### src/rtl/toggle_event_gen.sv
// Per-bit toggle detector: pulses valid[i] for one cycle when bit i completes a rise+fall pair.
// Latency: 1 cycle from the completing edge. No backpressure; en=0 freezes history.
// Define TOGGLE_GEN_STICKY_EN to suppress repeat pulses after a bit's first completion.
module toggle_event_gen #(
  parameter int WIDTH = 5,
  parameter int CNT_W = $clog2(WIDTH + 1)
) (
  input  logic             clock,
  input  logic             reset,
  input  logic             en,
  input  logic             clear,
  input  logic [WIDTH-1:0] sig,
  output logic [WIDTH-1:0] valid,
  output logic [CNT_W-1:0] covered_cnt,
  output logic             all_covered
);

  logic [WIDTH-1:0] prev;
  logic [WIDTH-1:0] primed;
  logic [WIDTH-1:0] rise_seen;
  logic [WIDTH-1:0] fall_seen;
  logic [WIDTH-1:0] done;

  logic [WIDTH-1:0] rise;
  logic [WIDTH-1:0] fall;
  logic [WIDTH-1:0] rise_upd;
  logic [WIDTH-1:0] fall_upd;
  logic [WIDTH-1:0] complete;
  logic [WIDTH-1:0] first_done;
  logic [CNT_W:0]   inc;
  logic [CNT_W:0]   sum;
  logic [CNT_W-1:0] cnt_nxt;

  always_comb begin
    // Unprimed bits report no edges, so the priming sample shares the normal update path.
    rise     = primed & ~prev & sig;
    fall     = primed & prev & ~sig;
    rise_upd = rise_seen | rise;
    fall_upd = fall_seen | fall;
`ifdef TOGGLE_GEN_STICKY_EN
    complete = rise_upd & fall_upd & ~done;
`else
    complete = rise_upd & fall_upd;
`endif
    first_done = complete & ~done;

    inc = '0;
    for (int i = 0; i < WIDTH; i++) begin
      inc = inc + (CNT_W + 1)'(first_done[i]);
    end
    sum = {1'b0, covered_cnt} + inc;
    if (sum > (CNT_W + 1)'(WIDTH)) begin
      cnt_nxt = CNT_W'(WIDTH);
    end else begin
      cnt_nxt = sum[CNT_W-1:0];
    end
  end

  always_ff @(posedge clock or negedge reset) begin
    if (!reset) begin
      prev        <= '0;
      primed      <= '0;
      rise_seen   <= '0;
      fall_seen   <= '0;
      done        <= '0;
      valid       <= '0;
      covered_cnt <= '0;
      all_covered <= 1'b0;
    end else if (clear) begin
      // prev is left alone; it is reloaded by the next enabled (priming) edge.
      primed      <= '0;
      rise_seen   <= '0;
      fall_seen   <= '0;
      done        <= '0;
      valid       <= '0;
      covered_cnt <= '0;
      all_covered <= 1'b0;
    end else if (en) begin
      prev        <= sig;
      primed      <= '1;
      rise_seen   <= rise_upd & ~complete;
      fall_seen   <= fall_upd & ~complete;
      done        <= done | complete;
      valid       <= complete;
      covered_cnt <= cnt_nxt;
      all_covered <= (cnt_nxt == CNT_W'(WIDTH));
    end else begin
      valid <= '0;
    end
  end

endmodule

### config.mk
export PLATFORM = sky130hd
export DESIGN_NAME = toggle_event_gen
export DESIGN_NICKNAME = d
export VERILOG_FILES = /design/src/rtl/toggle_event_gen.sv
export SDC_FILE = /design/constraint.sdc
export NUM_CORES = 1
export LEC_CHECK = 0
export BUFFER_PORTS_ARGS = -buffer_cell sky130_fd_sc_hd__buf_2
export CAP_MARGIN = 5
export CORE_MARGIN = 3
export CORE_UTILIZATION = 31
export CTS_CLUSTER_DIAMETER = 150
export DETAILED_ROUTE_END_ITERATION = 7
export HOLD_SLACK_MARGIN = 0.03
export PLACE_DENSITY = 0.56
export SLEW_MARGIN = 20
export SYNTH_ARGS = -nofsm -noshare
export SYNTH_HDL_FRONTEND = slang
export SYNTH_SLANG_ARGS = --single-unit
### constraint.sdc
create_clock -name clock -period 3.8 [get_ports clock]
set_input_delay 0.38 -clock clock [delete_from_list [all_inputs] [get_ports clock]]
set_output_delay 0.38 -clock clock [all_outputs]
set_load 0.02 [all_outputs]
# Word level (Yosys, flattened, before mapping)
# Cells that the tools add are included.
# classes
addsub,5
order_cmp,1
n_eq_ne,1
n_mux,15
n_bitwise,16
reduce_logical,2
# ops
cell,n
$mux 5,10
$and 5x5->5,8
$not 5->5,4
$or 5x5->5,3
$mux 3,3
$add 3x1->4,1
$add 3x4->4,1
$add 4x1->4,1
$gt 4x3->1 const B,1
$add 2x1->3,1
$eq 3x3->1 const B,1
$add 1x1->2,1
$mux 1,2
$reduce_and 2->1,1
$reduce_bool 2->1,1
$not 1->1,1
# totals
ff_bits,34
input_bits,9
out_inout_bits,9
word_cells,48

# Depth between registers and ports, before layout
# Gate-level depths: netlist (run 1).
# depth
word_depth,16
depth_mapped,14
ltp_nobuf,14

# Worst setup path before layout (run 1)
# No wires, ideal clock.
# synth_timing
kind,reg2reg
startpoint,register primed[3]
endpoint,register covered_cnt[0]
t_arrival_ps,3279
setup_slack_ps,383
stages_incl_launch_ff,13
period_less_slack_ps,3417
path_cell_list,dfrtp_1 > buf_2 > a22oi_1 > nor2_1 > fa_1 > inv_1 > fa_1 > inv_1 > ha_1 > fa_1 > xor2_1 > a2111oi_2 > a211oi_1
# synth_via
elab_chain_cells,12
# synth_lines
item,line_no,source
from (decl),19,logic [WIDTH-1:0] primed;
from (signal assigned),62,primed <= '0;
from (signal assigned),71,primed <= '0;
from (signal assigned),80,primed <= '1;
"$and 5x5->5, on equally long branches (2 in series)","36, 37",
"$or 5x5->5, on equally long branches","38, 39",
$and 5x5->5 (*),43,complete = rise_upd & fall_upd;
$and 5x5->5 (*),45,first_done = complete & ~done;
$add 3x1->4 (*),49,inc = inc + (CNT_W + 1)'(first_done[i]);
$add 4x1->4 (*),49,
$add 3x4->4 (*),51,"sum = {1'b0, covered_cnt} + inc;"
$gt 4x3->1,52,if (sum > (CNT_W + 1)'(WIDTH)) begin
$mux 3 (*),52,
$mux 3 (*),78,end else if (en) begin
$mux 3 (*),69,end else if (clear) begin
to (signal assigned),85,covered_cnt <= cnt_nxt;
to (decl),14,"output logic [CNT_W-1:0] covered_cnt,"
# Every way passes the cells marked *; elsewhere a longest branch is shown, timed or not. The select of a mux whose other input is x is not followed.
# A chain may end at the register's enable or synchronous reset.

# Final worst setup path (run 1)
# layout_timing
startpoint,register rise_seen[0]
endpoint,register covered_cnt[0]
# layout_via
elab_chain_cells,12
# layout_lines
item,line_no,source
from (decl),20,logic [WIDTH-1:0] rise_seen;
from (signal assigned),81,rise_seen <= rise_upd & ~complete;
$or 5x5->5 (*),38,rise_upd = rise_seen | rise;
$and 5x5->5 (*),43,
$and 5x5->5 (*),45,
$add 1x1->2 (*),49,
$add 2x1->3 (*),49,
$add 3x1->4 (*),49,
$add 4x1->4 (*),49,
$add 3x4->4 (*),51,
$gt 4x3->1,52,
$mux 3 (*),52,
$mux 3 (*),78,
$mux 3 (*),69,
# Marked as above.

==> flow_metrics.py, run 1 <==
metrics = {
    "clocking": {
        "path_clk_slew_ps": 70,
        "cts_sinks": 30,
        "clock_tree.root_cell": "sky130_fd_sc_hd__clkbuf_8",
        "cts_tree": "built",
        "cts_htree_levels": 2,
        "clk-insertion-delay-late_ps": 280,
        "cts-root-to-sink-buffers": 2,
        "cts_made_buffers": 5,
    },
    "routing": {
        "via_count": 1348,
        "drt-wirelength-per-cell_um": 13.97,
        "met2_wirelength_um": 1746,
        "highest-signal-layer": "met4",
        "wirelength_met1_um": 1594,
        "route.final.wire_length_um": 3577,
        "detail_route.vias_per_cell": 5.266,
        "met3_length_um": 175,
        "drt_iter0_markers": 39,
        "route.antenna.remaining_nets": 0,
        "detail_route.first_pass.iterations": 4,
        "drc_errors": 0,
    },
    "pwr": {
        "irDropWorstVdd_v": 0.0002193,
        "power_mw": 0.8130,
        "static-leakage-power_nw": 0.8283,
        "power_density_of_the_placed_cells_nw_per_um2": 427.2,
    },
    "grt": {
        "pin_count_of_the_biggest_net_entering_global_routing": 31,
        "grt_pass1_vias": 1322,
        "overall_global_routing_resource_usage": 0.1271,
        "grt_remaining_overflow": 0,
        "first_pass_grt_wire_length_um": 6210,
        "number_of_antenna_violations_at_the_first_check_in_global_routing": 0,
    },
    "min_path": {
        "hp-class": "primary input to asynchronous set/reset pin",
    },
    "synth": {
        "post-synth-top-area-cell": "sky130_fd_sc_hd__dfrtp_1",
        "synth_top_cells_by_area": "sky130_fd_sc_hd__dfrtp_1, sky130_fd_sc_hd__o32ai_1, sky130_fd_sc_hd__nand2_1",
        "post_synthesis_cells": 166,
        "synth_commonest_cells": "sky130_fd_sc_hd__dfrtp_1, sky130_fd_sc_hd__nand2_1, sky130_fd_sc_hd__nor2_1",
        "yosysWarningCount": 0,
        "yosys.cell_count.top_type": "sky130_fd_sc_hd__dfrtp_1",
        "dominantRegCellSynth": "sky130_fd_sc_hd__dfrtp_1",
        "synth-seq-cells": 30,
        "async_reset_ff_frac": 1.000,
        "post_synth_instance_area_sq_um": 1672,
        "synth_enable_flop_cells": 0,
        "synthesis.area_per_instance_sq_um": 10.07,
        "synth.distinct_cells": 36,
        "synth-seq-area-share": 0.4491,
        "syn-num-nets": 182,
        "yosysTopAreaCellShare": 0.4491,
    },
    "layout": {
        "layout.core_utilization": 0.3679,
        "finalNetCount": 201,
        "post_route_cells_drive_above_1_share": 0.2366,
        "final_design_area_no_fill_sq_um": 1903,
        "insertedDiodeCount": 0,
        "final.fill_count": 518,
        "fin_cells": 256,
        "area.growth.synth_to_final_pct": 13.85,
    },
    "setup_path": {
        "crit_path_start_kind": "flop",
        "worst-setup-path-type": "flop to flop",
        "setup.worst_path.end_class": "flop",
        "worst-endpoint-required_ps": 3930,
        "timing.critical_path.fanout_max": 6,
        "worstPathArrival_ps": 3640,
    },
    "die": {
        "fp-row-count": 26,
        "floorplan.initialDensity": 0.3232,
        "design.die.area_sq_um": 6309,
        "ios": 18,
        "chipHeight_um": 79.43,
        "placeableCoreArea_sq_um": 5172,
        "dieWidth_um": 79.43,
    },
    "flow_run": {
        "maxCapViolCount": 0,
    },
    "sta": {
        "hold_viol": 0,
        "layout_worst_path_cycle_share": 0.9220,
        "timing_max_transition_violations_final": 0,
        "tightest_slew_ps": 688.8,
        "setup_ws_ps": 296.5,
        "final-setup-viol-count": 0,
        "max_freq_ghz": 0.2854,
        "timing.slew.headroom": 0.5408,
        "final_period_minus_worst_setup_slack_ps": 3504,
        "totalNegativeSetupSlack_ps": 0,
        "skew_ps": 6.726,
        "hold_slack_ps": 137.8,
        "rsz0062_at_grt": "no",
    },
    "placed_design": {
        "placed_cells_incl_taps": 248,
        "dp_slack_ps": 125.7,
        "hpwl_um": 2400,
        "dpl_cell_area_sq_um": 1808,
        "finalWeightedCongestion": 0.7469,
        "io_buffers": 17,
    },
    "outcome": {
        "outcome": "completed",
    },
}
## sequential cells by signal, summed over array words and instances (netlist names)
name,flops
done,5
all_covered,1
primed,1
valid,5
covered_cnt,3
prev,5
fall_seen,5
rise_seen,5
## cell families after synthesis
family,share of synthesized area
and+or+nand+nor,0.1587
buffers and inverters,0.05015
muxes,0.03368
xor gates and xnor gates,0.005240
DFF,0.4491
adders and majority gates,0.06587
AOI/OAI and AO/OA,0.2373
## layer usage
layer	up-vias	global-route usage
met4	0	0.05670
met1	662	0.1675
li1	645	-
met5	-	0
met2	35	0.1953
met3	6	0.03273
## layout by cell type (no fill, tap or decap), types with 6 or more instances in the layout
cell type                  netlist  layout
sky130_fd_sc_hd__a22oi_1         9       9
sky130_fd_sc_hd__nand2_1        22      22
sky130_fd_sc_hd__buf_2           2      17
sky130_fd_sc_hd__o32ai_1        10      10
sky130_fd_sc_hd__dfrtp_1        30      29
sky130_fd_sc_hd__nor2_1         18      18
sky130_fd_sc_hd__a21oi_1         7       7
sky130_fd_sc_hd__clkbuf_8        0       6
sky130_fd_sc_hd__nand2b_1        6       6
## path summary, 6_finish.rpt
kind | slack (ps) | cells past startpoint | endpoint | from
worst min-delay path | 140 | 1 | prev[2]$_DFFE_PN0P_ | reset
worst min register to register | 480 | 1 | done[4]$_DFFE_PN0P_ | done[4]$_DFFE_PN0P_
max in group asynchronous | 3180 | 1 | rise_seen[0]$_DFFE_PN0P_ | reset
min in group clock | 420 | 2 | prev[3]$_DFFE_PN0P_ | sig[3]
worst max-delay path | 300 | 13 | covered_cnt[0]$_DFFE_PN0P_ | rise_seen[0]$_DFFE_PN0P_
worst max register to register | 300 | 13 | covered_cnt[0]$_DFFE_PN0P_ | rise_seen[0]$_DFFE_PN0P_
## cell type report
class / count / area, sq um / share of cell area
clock buffer: 7 / 86.33 / 0.04536
clock inverter: 1 / 5.005 / 0.002630
inverter: 4 / 17.52 / 0.009204
sequential: 30 / 752.0 / 0.3951
multi-input combinational: 123 / 839.6 / 0.4412
timing repair buffer: 21 / 115.1 / 0.06049
tap: 70 / 87.58 / 0.04602
## report_power, final
part / total, mW / switching (mW) / internal [mW]
sequential: 0.394 / 0.0420 / 0.352
clock: 0.265 / 0.119 / 0.146
combinational: 0.155 / 0.0825 / 0.0720
## worst max-delay path: stages (launching register included)
cell and delay [ps]:
sky130_fd_sc_hd__dfrtp_2 440, sky130_fd_sc_hd__nand3b_1 90, sky130_fd_sc_hd__o21ai_0 90, sky130_fd_sc_hd__a22oi_1 230
sky130_fd_sc_hd__nor2_1 100, sky130_fd_sc_hd__fa_1 510, sky130_fd_sc_hd__inv_1 60, sky130_fd_sc_hd__fa_1 540
sky130_fd_sc_hd__inv_1 50, sky130_fd_sc_hd__ha_1 230, sky130_fd_sc_hd__fa_2 370, sky130_fd_sc_hd__xor2_1 180
sky130_fd_sc_hd__a2111oi_2 350, sky130_fd_sc_hd__a211oi_1 120
## timing repair
action | 4_1_cts | 5_1_grt
endpoints found under the setup margin | 0 | 2
hold buffers | 0 | 0
gates resized for setup | 0 | 2
buffers inserted | 0 | 0
Note: power is estimated with default switching activity, not from simulation.
==> inputs of run 2 (changes only) <==
--- a/config.mk
+++ b/config.mk
@@ -5,6 +5,7 @@
 export SDC_FILE = /design/constraint.sdc
 export NUM_CORES = 1
 export LEC_CHECK = 0
+export ABC_AREA = 1
 export BUFFER_PORTS_ARGS = -buffer_cell sky130_fd_sc_hd__buf_2
 export CAP_MARGIN = 5
 export CORE_MARGIN = 3
==> run 2 against run 1 <==
  * Critical endpoint is now all_covered$_DFFE_PN0P_
  * Critical path type unchanged
  * Fmax up 8.7%
  * First-iteration DRC count down 10%
  * Clock power down 10%
  * Register-to-register slack better by 280 ps
==> flow_metrics.py, run 2 <==
metrics = {
    "synth": {
        "yosysWarningCount": 0,
        "synthesis.area_per_instance_sq_um": 8.884,
        "post-synth-top-area-cell": "sky130_fd_sc_hd__dfrtp_1",
        "synth-seq-area-share": 0.5000,
        "syn-num-nets": 185,
        "synth_top_cells_by_area": "sky130_fd_sc_hd__dfrtp_1, sky130_fd_sc_hd__nand2_1, sky130_fd_sc_hd__inv_1",
        "dominantRegCellSynth": "sky130_fd_sc_hd__dfrtp_1",
        "yosys.cell_count.top_type": "sky130_fd_sc_hd__nand2_1",
        "post_synthesis_cells": 169,
        "synth-seq-cells": 30,
        "synth_enable_flop_cells": 0,
        "yosysTopAreaCellShare": 0.5000,
        "synth_commonest_cells": "sky130_fd_sc_hd__nand2_1, sky130_fd_sc_hd__dfrtp_1, sky130_fd_sc_hd__inv_1",
        "async_reset_ff_frac": 1.000,
        "synth.distinct_cells": 17,
        "post_synth_instance_area_sq_um": 1501,
    },
    "die": {
        "design.die.area_sq_um": 5715,
        "placeableCoreArea_sq_um": 4504,
        "ios": 18,
        "fp-row-count": 24,
        "dieWidth_um": 75.60,
        "chipHeight_um": 75.60,
        "floorplan.initialDensity": 0.3333,
    },
    "sta": {
        "timing_max_transition_violations_final": 0,
        "setup_ws_ps": 575.8,
        "hold_viol": 0,
        "layout_worst_path_cycle_share": 0.8485,
        "totalNegativeSetupSlack_ps": 0,
        "tightest_slew_ps": 688.9,
        "final-setup-viol-count": 0,
        "final_period_minus_worst_setup_slack_ps": 3224,
        "timing.slew.headroom": 0.5407,
        "rsz0062_at_grt": "no",
        "max_freq_ghz": 0.3102,
        "skew_ps": 3.725,
    },
    "layout": {
        "post_route_cells_drive_above_1_share": 0.1905,
        "fin_cells": 241,
        "layout.area.seq_sq_um": 750.7,
        "finalNetCount": 205,
        "insertedDiodeCount": 0,
        "area.growth.synth_to_final_pct": 12.33,
        "footprint_of_the_multi_input_gates_sq_um": 611.8,
        "most_common_cell_after_layout_fill_and_taps_aside": "sky130_fd_sc_hd__nand2_1",
        "layout.cells.most_common_list": "sky130_fd_sc_hd__nand2_1, sky130_fd_sc_hd__dfrtp_1, sky130_fd_sc_hd__inv_1",
        "final.fill_count": 460,
    },
    "setup_path": {
        "crit_path_cell_trace": "nand3_1 -> nand2_1 -> nand2_1 -> nor2_1 -> fa_1 -> inv_1 -> fa_1 -> inv_1 -> ha_1 -> fa_1 -> nor2_1 -> o21ai_0 -> nand3_1 -> nand2_1",
        "cell_family_with_the_largest_share_of_critical_path_delay": "adder cells",
        "worstPathArrival_ps": 3440,
        "worst-setup-path-type": "flop to flop",
        "timing.critical_path.slowest_stage_cell": "sky130_fd_sc_hd__fa_1",
        "worstPathBufferInverterCount": 2,
        "setup.worst_path.end_class": "flop",
        "reg2reg_slack_ps": 580,
        "timing.rr.start": "primed[3]$_DFFE_PN0P_",
        "timing.critical_path.fanout_max": 11,
        "reg2regPathDepth": 14,
        "timing.rr.end": "all_covered$_DFFE_PN0P_",
        "crit_path_start_kind": "flop",
        "worst-endpoint-required_ps": 4020,
        "critical-path-max-stage-delay_ps": 530,
    },
    "routing": {
        "route.final.wire_length_um": 2984,
        "drt-wirelength-per-cell_um": 12.38,
        "drt_iter0_markers": 35,
        "detail_route.first_pass.iterations": 4,
        "detail_route.vias_per_cell": 4.639,
        "route.antenna.remaining_nets": 0,
        "via_count": 1118,
        "drc_errors": 0,
    },
    "pwr": {
        "power_mw": 0.6445,
        "irDropWorstVdd_v": 0.0001078,
        "static-leakage-power_nw": 0.8999,
        "power_density_of_the_placed_cells_nw_per_um2": 382.1,
    },
    "placed_design": {
        "placed_cells_incl_taps": 234,
        "hpwl_um": 2062,
        "finalWeightedCongestion": 0.7600,
        "io_buffers": 17,
        "dp_slack_ps": 583.9,
    },
    "clocking": {
        "cts_htree_levels": 2,
        "cts_post_setup_buffers_inserted": 0,
        "cts_made_buffers": 5,
        "clock_tree.root_cell": "sky130_fd_sc_hd__clkbuf_8",
        "cts_sinks": 30,
        "cts_hold_buf": 0,
        "clk-insertion-delay-late_ps": 280,
        "path_clk_slew_ps": 60,
        "cts_tree": "built",
        "cts_resized": 0,
        "cts-root-to-sink-buffers": 2,
    },
    "grt": {
        "grt_pass1_vias": 1084,
        "first_pass_grt_wire_length_um": 5099,
        "overall_global_routing_resource_usage": 0.1237,
        "number_of_antenna_violations_at_the_first_check_in_global_routing": 0,
        "grt_remaining_overflow": 0,
        "pin_count_of_the_biggest_net_entering_global_routing": 31,
    },
    "min_path": {
        "hp-class": "primary input to asynchronous set/reset pin",
    },
    "outcome": {
        "outcome": "completed",
    },
    "flow_run": {
        "maxCapViolCount": 0,
    },
}
## run 2: cell types whose count changed after synthesis, sizes merged, moves of 5 or more
cell,change
a31oi,-5
mux2,-5
nand2,+27
o21bai,-5
nand2b,-6
o32ai,-10
inv,+22
nand3,+8
o21ai,+5
a22oi,-9
o22ai,+12
a21oi,-8
## run 2: routing by layer
layer  vias to the layer above  share of wire  track usage
met2                        29           0.43       0.1697
met4                         0          0.020      0.07379
met3                         5          0.059      0.03958
li1                        580              -            -
met5                         -              0            0
met1                       504           0.49       0.1696
## run 2: final cells by class
| class | count | share of cell area |
|---|---|---|
| Tap cell | 52 | 0.03858 |
| Inverter | 26 | 0.05786 |
| Timing Repair Buffer | 17 | 0.05045 |
| Sequential cell | 30 | 0.4451 |
| Clock buffer | 7 | 0.04525 |
| Multi-Input combinational cell | 109 | 0.3628 |
## run 2: per-stage QoR
step	cell area, sq um	utilization	hold WS, ps
2_1_floorplan	1501	-	84.41
3_3_place_gp	1610	0.3575	463.4
6_report	1687	0.3744	142.1
3_5_place_dp	1610	0.3575	471.8
5_1_grt	1687	0.3744	183.5
4_1_cts	1687	0.3744	166.0
## run 2: cell families after synthesis
group / count (synthesis) / share of synthesized area
flops: 30 / 0.5000
compound gates: 22 / 0.1033
fa+ha+maj: 7 / 0.07334
simple gates: 80 / 0.2308
buf+inv: 30 / 0.09250
## run 2: worst max-delay path by stage
| stage | cells after the start | end | slack (ps) | startpoint |
|---|---|---|---|---|
| 2_1_floorplan | 15 | all_covered$_DFFE_PN0P_ | 790 | primed[3]$_DFFE_PN0P_ |
| 3_3_place_gp | 14 | all_covered$_DFFE_PN0P_ | 620 | primed[3]$_DFFE_PN0P_ |
| 3_5_place_dp | 14 | all_covered$_DFFE_PN0P_ | 580 | primed[3]$_DFFE_PN0P_ |
| 4_1_cts | 14 | all_covered$_DFFE_PN0P_ | 550 | primed[3]$_DFFE_PN0P_ |
| 5_1_grt | 15 | covered_cnt[1]$_DFFE_PN0P_ | 310 | primed[3]$_DFFE_PN0P_ |
| 6_report | 14 | all_covered$_DFFE_PN0P_ | 580 | primed[3]$_DFFE_PN0P_ |
## run 2: report_power, final
part / leakage (nW) / internal (mW) / total (mW) / switching [mW]
logic: 0.454 / 0.0218 / 0.0658 / 0.0439
registers: 0.408 / 0.332 / 0.341 / 0.00868
clock network: 0.0383 / 0.126 / 0.238 / 0.112
total: 0.900 / 0.480 / 0.644 / 0.165
==> inputs of run 3 (changes only) <==
--- a/config.mk
+++ b/config.mk
@@ -13,7 +13,7 @@
 export CTS_CLUSTER_DIAMETER = 150
 export DETAILED_ROUTE_END_ITERATION = 7
 export HOLD_SLACK_MARGIN = 0.03
-export PLACE_DENSITY = 0.56
+export PLACE_DENSITY = 0.58
 export SLEW_MARGIN = 20
 export SYNTH_ARGS = -nofsm -noshare
 export SYNTH_HDL_FRONTEND = slang
==> constraint.sdc (replaced) <==
create_clock -name clock -period 2.9 [get_ports clock]
set_input_delay 0.29 -clock clock [delete_from_list [all_inputs] [get_ports clock]]
set_output_delay 0.29 -clock clock [all_outputs]
set_load 0.02 [all_outputs]
==> run 3 against run 2 <==
  * The run now ends with negative setup slack left
  * Final cell count up 5.8%
  * Non-clock buffer count up 13
  * Clock power up 48%
  * Clock-buffer cell count unchanged
  * Wire length up 1.6%
  * Combinational power up 61%
  * Final area up 8.8%
  * Core utilization up 3.3 points
  * Sequential power up 31%
  * Global-route usage up 0.92 points
  * Largest cell class unchanged
  * Largest power group unchanged
  * Highest routed layer unchanged
==> flow_metrics.py, run 3 (synthesis results as in run 2) <==
metrics = {
    "placed_design": {
        "dpl_cell_area_sq_um": 1685,
        "dp_slack_ps": -30.40,
        "hpwl_um": 2129,
        "finalWeightedCongestion": 0.7842,
        "io_buffers": 17,
    },
    "pwr": {
        "power_density_of_the_placed_cells_nw_per_um2": 492.1,
        "static-leakage-power_nw": 0.9679,
        "power_mw": 0.9032,
        "irDropWorstVdd_v": 0.0001782,
    },
    "clocking": {
        "cts_made_buffers": 5,
        "clk-insertion-delay-late_ps": 290,
        "cts-root-to-sink-buffers": 2,
        "path_clk_slew_ps": 70,
        "cts_sinks": 30,
        "clock_tree.root_cell": "sky130_fd_sc_hd__clkbuf_8",
        "cts_tree": "built",
        "cts_hold_buf": 0,
        "cts_htree_levels": 2,
    },
    "sta": {
        "layout_worst_path_cycle_share": 1.007,
        "final-setup-viol-count": 1,
        "rsz0062_at_grt": "yes",
        "tightest_slew_ps": 663.2,
        "timing.slew.headroom": 0.5579,
        "final_period_minus_worst_setup_slack_ps": 2921,
        "hold_slack_ps": 33.36,
        "setup_ws_ps": -21.41,
        "hold_viol": 0,
        "timing_max_transition_violations_final": 0,
        "max_freq_ghz": 0.3423,
        "skew_ps": 5.512,
    },
    "layout": {
        "area.growth.synth_to_final_pct": 22.25,
        "post_route_cells_drive_above_1_share": 0.3202,
        "final.fill_count": 471,
        "layout.cells.most_common_list": "sky130_fd_sc_hd__nand2_1, sky130_fd_sc_hd__dfrtp_1, sky130_fd_sc_hd__inv_1",
        "finalNetCount": 218,
        "layout.area.seq_sq_um": 752.0,
        "footprint_of_the_multi_input_gates_sq_um": 646.9,
        "final_design_area_no_fill_sq_um": 1836,
        "most_common_cell_after_layout_fill_and_taps_aside": "sky130_fd_sc_hd__nand2_1",
        "insertedDiodeCount": 0,
        "layout.core_utilization": 0.4075,
    },
    "setup_path": {
        "worst-setup-path-type": "flop to flop",
        "reg2regPathDepth": 14,
        "setup.worst_path.end_class": "flop",
        "reg2reg_slack_ps": -20,
        "critical_path_depth_in_cells": 14,
        "timing.rr.start": "primed[3]$_DFFE_PN0P_",
        "setup.worst_path.start": "primed[3]$_DFFE_PN0P_",
        "crit_path_start_kind": "flop",
        "critical-path-max-stage-delay_ps": 570,
        "crit_path_cell_trace": "nand3b_1 -> nand2_2 -> nand2_2 -> nor2_2 -> fa_1 -> inv_1 -> fa_1 -> inv_1 -> ha_2 -> fa_2 -> nor2_1 -> o21ai_1 -> nand3_1 -> nand2_1",
        "worstPathBufferInverterCount": 2,
        "worstPathArrival_ps": 3150,
        "worst-endpoint-required_ps": 3130,
        "crit_path_end": "all_covered$_DFFE_PN0P_",
        "timing.rr.end": "all_covered$_DFFE_PN0P_",
        "timing.critical_path.fanout_max": 6,
        "cell_family_with_the_largest_share_of_critical_path_delay": "adder cells",
        "timing.critical_path.slowest_stage_cell": "sky130_fd_sc_hd__fa_2",
    },
    "routing": {
        "via_count": 1184,
        "drc_errors": 0,
        "drt-wirelength-per-cell_um": 11.89,
        "drt_iter0_markers": 48,
        "route.final.wire_length_um": 3031,
        "route.antenna.remaining_nets": 0,
        "detail_route.vias_per_cell": 4.643,
        "detail_route.first_pass.iterations": 4,
    },
    "die": {
        "dieWidth_um": 75.60,
        "ios": 18,
        "fp-row-count": 24,
        "placeableCoreArea_sq_um": 4504,
        "chipHeight_um": 75.60,
        "design.die.area_sq_um": 5715,
        "floorplan.initialDensity": 0.3333,
    },
    "grt": {
        "number_of_antenna_violations_at_the_first_check_in_global_routing": 0,
        "overall_global_routing_resource_usage": 0.1329,
        "first_pass_grt_wire_length_um": 5589,
        "grt_pass1_vias": 1240,
        "grt_remaining_overflow": 0,
        "pin_count_of_the_biggest_net_entering_global_routing": 31,
    },
    "flow_run": {
        "maxCapViolCount": 0,
    },
    "outcome": {
        "outcome": "complete, but fails checks",
        "failed_checks": "negative setup slack",
    },
    "min_path": {
        "hp-class": "primary input to asynchronous set/reset pin",
    },
}
==> run 3: changes by cell type in the layout (fill, tap and decap cells not counted), sizes merged <==
cell and change:
buf +13, clkinv +1
==> run 3: what timing repair did <==
action                                  in CTS  in global routing
pin swaps                                   10                  8
buffers inserted                             4                  0
endpoints found under the setup margin       4                  4
resized for setup                            1                 11
==> run 3: per-stage QoR <==
stage / setup TNS, ps / std cells
finish: -21.41 / 255
global route: -657.9 / 255
CTS: -14.24 / 255
detailed placement: -57.76 / 243
global placement: 0 / 243
floorplan: 0 / 169
==> run 3: final cells by class <==
class,instances,share of cell area
clock buffer,7,0.04703
clock inverter,1,0.002727
inverter,26,0.05317
multi-input combinational,109,0.3524
sequential,30,0.4097
tap,52,0.03545
timing repair buffer,30,0.09952
==> run 3: worst min-delay path by stage <==
stage,start,to,cells past startpoint
floorplan,reset,all_covered$_DFFE_PN0P_,0
global placement,reset,fall_seen[2]$_DFFE_PN0P_,1
detailed placement,reset,fall_seen[2]$_DFFE_PN0P_,1
CTS,reset,fall_seen[3]$_DFFE_PN0P_,1
global route,reset,all_covered$_DFFE_PN0P_,1
finish,reset,all_covered$_DFFE_PN0P_,1
==> run 3: where the power goes <==
part	total, mW	internal [mW]	switching [mW]	leakage (nW)
registers	0.446	0.435	0.0107	0.407
clock network	0.352	0.191	0.161	0.0482
logic	0.106	0.0425	0.0632	0.513
==> run 3: routing by layer <==
metal	vias up	part of all wire	GRT usage
met4	0	0.026	0.06990
met5	-	0	0
met3	8	0.035	0.03694
met2	18	0.46	0.2100
li1	605	-	-
met1	553	0.47	0.1652
==> run 3: worst register-to-register path, stage by stage, from the launching register on <==
cell                       delay [ps]
sky130_fd_sc_hd__dfrtp_2          440
sky130_fd_sc_hd__nand3b_1         110
sky130_fd_sc_hd__nand2_2           70
sky130_fd_sc_hd__nand2_2           70
sky130_fd_sc_hd__nor2_2            40
sky130_fd_sc_hd__fa_1             490
sky130_fd_sc_hd__inv_1             50
sky130_fd_sc_hd__fa_1             480
sky130_fd_sc_hd__inv_1             50
sky130_fd_sc_hd__ha_2             190
sky130_fd_sc_hd__fa_2             570
sky130_fd_sc_hd__nor2_1            50
sky130_fd_sc_hd__o21ai_1          120
sky130_fd_sc_hd__nand3_1           80
sky130_fd_sc_hd__nand2_1           60
